[config.mk]
export PLATFORM = sky130hd
export DESIGN_NAME = writeback_pipe
export DESIGN_NICKNAME = d
export VERILOG_FILES = /design/src/rtl/y86_pkg.sv /design/src/rtl/regfile_y86.sv /design/src/rtl/writeback_pipe.sv
export SDC_FILE = /design/constraint.sdc
export NUM_CORES = 2
export LEC_CHECK = 0
export CAP_MARGIN = 20
export CORE_ASPECT_RATIO = 1.5
export CORE_MARGIN = 2
export CORE_UTILIZATION = 50
export DETAILED_ROUTE_END_ITERATION = 12
export PLACE_DENSITY_LB_ADDON = 0.25
export RECOVER_POWER = 25
export SETUP_SLACK_MARGIN = 0.5
export SYNTH_ARGS = -nofsm -noshare
export SYNTH_HDL_FRONTEND = slang
export SYNTH_SLANG_ARGS = --single-unit
[constraint.sdc]
create_clock -name clk -period 4 [get_ports clk]
set_clock_uncertainty 0.1 [all_clocks]
set_input_delay 0.6 -clock clk [delete_from_list [all_inputs] [get_ports clk]]
set_output_delay 0.6 -clock clk [all_outputs]
set_load 0.02 [all_outputs]
[src/rtl/y86_pkg.sv]
`default_nettype none
// ============================================================================
// Package     : y86_pkg
// Description : Shared Y86-64 definitions for the writeback stage: instruction
//               codes, register ids, status encoding and the W pipeline
//               register record with its bubble value.
// Revision    : 1.0  initial release
// ============================================================================
package y86_pkg;

    // Instruction codes
    localparam logic [3:0] I_HALT   = 4'h0;
    localparam logic [3:0] I_NOP    = 4'h1;
    localparam logic [3:0] I_RRMOVQ = 4'h2;
    localparam logic [3:0] I_IRMOVQ = 4'h3;
    localparam logic [3:0] I_RMMOVQ = 4'h4;
    localparam logic [3:0] I_MRMOVQ = 4'h5;
    localparam logic [3:0] I_OPQ    = 4'h6;
    localparam logic [3:0] I_JXX    = 4'h7;
    localparam logic [3:0] I_CALL   = 4'h8;
    localparam logic [3:0] I_RET    = 4'h9;
    localparam logic [3:0] I_PUSHQ  = 4'hA;
    localparam logic [3:0] I_POPQ   = 4'hB;

    // "No register" id; never written, always reads as zero
    localparam logic [3:0] RNONE = 4'hF;

    typedef enum logic [1:0] {
        STAT_AOK = 2'd0,
        STAT_HLT = 2'd1,
        STAT_ADR = 2'd2,
        STAT_INS = 2'd3
    } stat_t;

    typedef struct packed {
        stat_t       stat;
        logic [3:0]  icode;
        logic [63:0] valE;
        logic [63:0] valM;
        logic [3:0]  dstE;
        logic [3:0]  dstM;
    } w_reg_t;

    // Bubble: a NOP that writes nothing and retires as AOK
    localparam w_reg_t W_BUBBLE = '{
        stat:  STAT_AOK,
        icode: I_NOP,
        valE:  64'd0,
        valM:  64'd0,
        dstE:  RNONE,
        dstM:  RNONE
    };

endpackage : y86_pkg
`default_nettype wire

[src/rtl/regfile_y86.sv]
`default_nettype none
// ============================================================================
// Module      : regfile_y86
// Description : Y86-64 architectural register file, 2 read / 2 write ports.
//               Same-id writes resolve in favour of the M port. Id RNONE is
//               never stored and reads as zero.
//               Optional macro REG_BYPASS_EN forwards this cycle's write data
//               to the read ports (M port has priority).
// Revision    : 1.0  initial release
// ============================================================================
module regfile_y86
    import y86_pkg::*;
#(
    parameter int NREGS = 15
) (
    input  logic        clk,
    input  logic        rst,
    input  logic        wr_e,
    input  logic [3:0]  dst_e,
    input  logic [63:0] val_e,
    input  logic        wr_m,
    input  logic [3:0]  dst_m,
    input  logic [63:0] val_m,
    input  logic [3:0]  src_a,
    input  logic [3:0]  src_b,
    output logic [63:0] rval_a,
    output logic [63:0] rval_b
);

    logic [63:0] r_regs [0:NREGS-1];

    // Per-register write: M assignment comes last so it overrides E on a tie
    genvar gi;
    generate
        for (gi = 0; gi < NREGS; gi++) begin : g_reg
            always_ff @(posedge clk) begin
                if (rst) begin
                    r_regs[gi] <= 64'd0;
                end else begin
                    if (wr_e && (dst_e == 4'(gi))) r_regs[gi] <= val_e;
                    if (wr_m && (dst_m == 4'(gi))) r_regs[gi] <= val_m;
                end
            end
        end
    endgenerate

    function automatic logic [63:0] read_port(input logic [3:0] src);
        logic [63:0] v;
        v = 64'd0;
        if (src != RNONE) v = r_regs[src];
`ifdef REG_BYPASS_EN
        if (wr_e && (dst_e == src)) v = val_e;
        if (wr_m && (dst_m == src)) v = val_m;
`endif
        return v;
    endfunction

    // Combinational read ports for the decode stage
    always_comb begin
        rval_a = read_port(src_a);
        rval_b = read_port(src_b);
    end

endmodule : regfile_y86
`default_nettype wire

[src/rtl/writeback_pipe.sv]
`default_nettype none
// ============================================================================
// Module      : writeback_pipe
// Description : Y86-64 writeback stage: W pipeline register, register file
//               writeback, processor status, sticky halt flag and retired
//               instruction counter.
//               Optional macro REG_BYPASS_EN enables same-cycle write-to-read
//               forwarding inside the register file.
// Revision    : 1.0  initial release
// ============================================================================
module writeback_pipe
    import y86_pkg::*;
#(
    parameter int NREGS = 15,
    parameter int CNT_W = 64
) (
    input  logic             clk,
    input  logic             rst,
    input  logic             W_stall,
    input  logic             W_bubble,
    input  logic [1:0]       m_stat,
    input  logic [3:0]       m_icode,
    input  logic [63:0]      m_valE,
    input  logic [63:0]      m_valM,
    input  logic [3:0]       m_dstE,
    input  logic [3:0]       m_dstM,
    input  logic [3:0]       d_srcA,
    input  logic [3:0]       d_srcB,
    output logic [63:0]      d_rvalA,
    output logic [63:0]      d_rvalB,
    output logic [3:0]       W_icode,
    output logic [63:0]      W_valE,
    output logic [63:0]      W_valM,
    output logic [3:0]       W_dstE,
    output logic [3:0]       W_dstM,
    output logic [1:0]       W_stat,
    output logic [1:0]       Stat,
    output logic             halted,
    output logic [CNT_W-1:0] instr_retired
);

    w_reg_t           r_w;
    logic             r_halted;
    logic [CNT_W-1:0] r_retired;

    w_reg_t w_m_in;
    logic   w_wr_e;
    logic   w_wr_m;
    logic   w_w_aok;

    assign w_m_in = '{
        stat:  stat_t'(m_stat),
        icode: m_icode,
        valE:  m_valE,
        valM:  m_valM,
        dstE:  m_dstE,
        dstM:  m_dstM
    };

    // Writes come from the W contents present before this edge
    assign w_w_aok = (r_w.stat == STAT_AOK);
    assign w_wr_e  = (r_w.dstE != RNONE) && w_w_aok && !r_halted && !rst;
    assign w_wr_m  = (r_w.dstM != RNONE) && w_w_aok && !r_halted && !rst;

    // W register: reset > halted hold > bubble > stall hold > load
    always_ff @(posedge clk) begin
        if (rst) begin
            r_w <= W_BUBBLE;
        end else if (!r_halted) begin
            if (W_bubble)      r_w <= W_BUBBLE;
            else if (!W_stall) r_w <= w_m_in;
        end
    end

    // Sticky halt: set when a non-AOK status leaves W on a non-stalled cycle
    always_ff @(posedge clk) begin
        if (rst) begin
            r_halted <= 1'b0;
        end else if (!r_halted && !W_stall && !w_w_aok) begin
            r_halted <= 1'b1;
        end
    end

    // Retire counter: counts real AOK instructions leaving W
    always_ff @(posedge clk) begin
        if (rst) begin
            r_retired <= '0;
        end else if (w_w_aok && (r_w.icode != I_NOP) && !r_halted && !W_stall) begin
            r_retired <= r_retired + CNT_W'(1);
        end
    end

    regfile_y86 #(
        .NREGS (NREGS)
    ) u_regfile (
        .clk    (clk),
        .rst    (rst),
        .wr_e   (w_wr_e),
        .dst_e  (r_w.dstE),
        .val_e  (r_w.valE),
        .wr_m   (w_wr_m),
        .dst_m  (r_w.dstM),
        .val_m  (r_w.valM),
        .src_a  (d_srcA),
        .src_b  (d_srcB),
        .rval_a (d_rvalA),
        .rval_b (d_rvalB)
    );

    assign W_icode       = r_w.icode;
    assign W_valE        = r_w.valE;
    assign W_valM        = r_w.valM;
    assign W_dstE        = r_w.dstE;
    assign W_dstM        = r_w.dstM;
    assign W_stat        = r_w.stat;
    assign Stat          = r_w.stat;
    assign halted        = r_halted;
    assign instr_retired = r_retired;

endmodule : writeback_pipe
`default_nettype wire

==> results.yml <==
yosys:
  yosysSeqAreaShare: 0.509
  synth_top_family_by_area: "multiplexers"
  synth_seq_cells: 1167
  syn_area_per_cell_sq_um: 11.6
  synthXorXnorAreaFrac: 0.00325
  syn_nets: 5745
  synth_compound_area_frac: 0.134
  async_reset_ff_frac: 0
  syn_inst: 5590
  ys_types: 47
  syn-cell-area_sq_mm: 0.0648
  synthFlopType: "edfxtp_1"
  synth_edf_count: 960
  synth_mux_area_frac: 0.198
  synthAdderAreaFrac: 0.000193
  yosys.area_share.simple: 0.110
  synth-warning-count: 0
final_layout:
  layout_commonest_cell: "nand2_1"
  nets: 5838
  area_delta_synth_final_pct: 17.7
  instances_no_fill: 7496
  final_cell_mix: "1184 x nand2_1, 960 x edfxtp_1, 665 x o21ai_0, 512 x mux4_2, 448 x a22o_1"
  multi_input_area_sq_mm: 0.0290
  drive_gt1_frac: 0.170
  nFillCells: 10200
  finalCoreUtilization: 0.593
  seqCellArea_sq_mm: 0.0330
power_and_ir_drop:
  p_clk_frac: 0.386
  intPower_uw: 21400
  ir_drop_mv: 0.356
  switching_share: 0.257
  p_sw_uw: 7390
  p_comb_frac: 0.127
  pwr-share-seq: 0.487
  p_per_area_mw_per_mm2: 378
  p_leak_uw: 0.0262
floorplanning:
  rows: 161
  ios: 491
  dieArea_sq_mm: 0.133
  core_sq_mm: 0.129
  die_w_um: 298
  start_util: 0.504
  die_h_um: 445
route:
  drtAntennaViolNets: 0
  route.detailed.drc: 0
  detail_route.wl_per_cell_um: 33.1
  vias: 52400
  vias_per_cell: 6.99
  drt-initial-drc-count: 7592
  first_pass_iters: 7
  wl_mm: 248
place:
  portBuffers: 490
  dp.cells: 7225
  gp_congestion: 0.857
  hpwl_mm: 138
timing:
  max_freq_mhz: 262
  fin_crit_ps: 3810
  fin_crit_sh: 0.953
  relSlewSlack: -0.700
  finalSetupTns_ps: 0
  drv_slew: 161
  report.final.hold_viol_count: 0
  setup_viol: 0
  rsz0062_at_grt: "true"
  worst_pin_slew_ps: 2550
  whs_ps: 345
worst_setup_path:
  cp_common_cell: "clkbuf_1"
  critPathLaunchType: "input pin"
  crit_chain: "clkbuf_1, clkbuf_1, or3_4, clkbuf_4"
  required_ps: 4280
  end_kind: "flip-flop"
  cp_max_fo: 44
  max_stage_delay_ps: 1850
  crit_slowest_cell: "clkbuf_1"
  arrival_ps: 4090
  worstSetupPathType: "in -> reg"
clocking:
  htree_levels: 3
  root_buffer: "clkbuf_16"
  path_clk_slew_ps: 70
  clockBufferDepth: 3
  ctsHoldBuffers: 0
  cts_buffers: 114
  clk_latency_ps: 780
  clock_sinks: 1167
  cts_tree: "built"
worst_hold_path:
  hp-class: "in -> reg"
run_status:
  violations: "max-capacitance violations, max-slew violations"
  status: "finished with violations"
run:
  maxCapViolCount: 4
grt:
  grt_use_total: 0.369
  gr-total-overflow: 0
  grt_pass1_wl_mm: 355
  grt_pass1_vias: 52000
  antenna_found_initial: 9
  grt_max_degree: 129
[area by class of cell]
| cell class | count | area share |
|---|---|---|
| diodes | 5 | 0.000164 |
| multi-input cells | 3651 | 0.381 |
| inverters | 12 | 0.000591 |
| clock inverters | 58 | 0.00783 |
| repair buffers | 737 | 0.108 |
| flip-flops and latches | 1167 | 0.433 |
| clock buffers | 155 | 0.0415 |
| well taps | 1711 | 0.0281 |
[power groups by stage]
stage	clock network [uW]	registers [uW]	logic, uW
floorplan	0	14000	2100
global placement	0	14200	3590
detailed placement	0	14300	3620
CTS	11100	14000	3560
global route	11600	14100	3760
finish	11100	14000	3650
[sequential cells by signal, summed over array words and instances, names as in the netlist, 2 cells and up]
signal            flops
W_valM               64
Stat                  2
W_dstE                4
u_regfile.r_regs    960
W_valE               64
instr_retired        64
W_dstM                4
W_icode               4
[repair_timing]
action,in CTS,in global routing
hold endpoints to repair,0,0
gates cloned,4,3
gates resized for setup,127,28
pin swaps,1,0
setup endpoints to repair,128,56
setup buffers,5,41
[cell families after synthesis]
family | Yosys count
simple gates | 1669
compound gates | 1317
flops | 1167
buf+inv | 772
mux | 640
xor+xnor | 24
fa+ha+maj | 1
[cells in the mapped netlist (all sizes together), types with 5 or more instances]
| cell | count | share of area |
|---|---|---|
| clkbuf | 487 | 0.028 |
| and3 | 6 | 0.00058 |
| mux2i | 128 | 0.020 |
| a22oi | 133 | 0.015 |
| or4 | 17 | 0.0020 |
| nor2b | 128 | 0.012 |
| xor2 | 15 | 0.0020 |
| xnor2 | 9 | 0.0012 |
| dfxtp | 207 | 0.064 |
| nand3 | 23 | 0.0018 |
| nor2 | 182 | 0.011 |
| nor4 | 9 | 0.0011 |
| and4 | 6 | 0.00081 |
| mux4 | 512 | 0.18 |
| inv | 12 | 0.00070 |
| nand2b | 13 | 0.0013 |
| edfxtp | 960 | 0.45 |
| nor3 | 20 | 0.0021 |
| nand2 | 1184 | 0.069 |
| o31ai | 15 | 0.0017 |
| nand3b | 5 | 0.00058 |
| a22o | 448 | 0.061 |
| o21ai | 665 | 0.051 |
| nand4 | 26 | 0.0027 |
| a21oi | 42 | 0.0032 |
| buf | 273 | 0.017 |
| o22ai | 9 | 0.00087 |
| or3 | 43 | 0.0042 |
[layer usage]
layer  GRT usage  vias up  share of wire
met4       0.244       12          0.079
met3      0.0926     1099           0.14
li1            -    21200              -
met5           0        -        0.00034
met2       0.585     4473           0.46
met1       0.448    25600           0.33
[final timing paths]
kind,start,to,slack [ps],cells past startpoint
min,m_valE[46],W_valE[46],340,3
max,rst,u_regfile.r_regs[13][34],190,4
max reg2reg,halted,u_regfile.r_regs[13][57],190,6
min reg2reg,instr_retired[63],instr_retired[63],390,2
[through the flow]
step	total power, uW	worst slack [ps]	area, sq um
floorplan	16100	596	64800
global placement	17800	265	71900
detailed placement	17900	245	71900
CTS	28700	298	75800
global route	29400	183	76200
finish	28800	189	76200
[worst max-delay path, delay by kind of cell]
kind / cells / cell delay (ps)
buffers and inverters: 3 / 2850
AND/OR/NAND/NOR: 1 / 590
No activity file was read; power rests on OpenSTA's default activity.
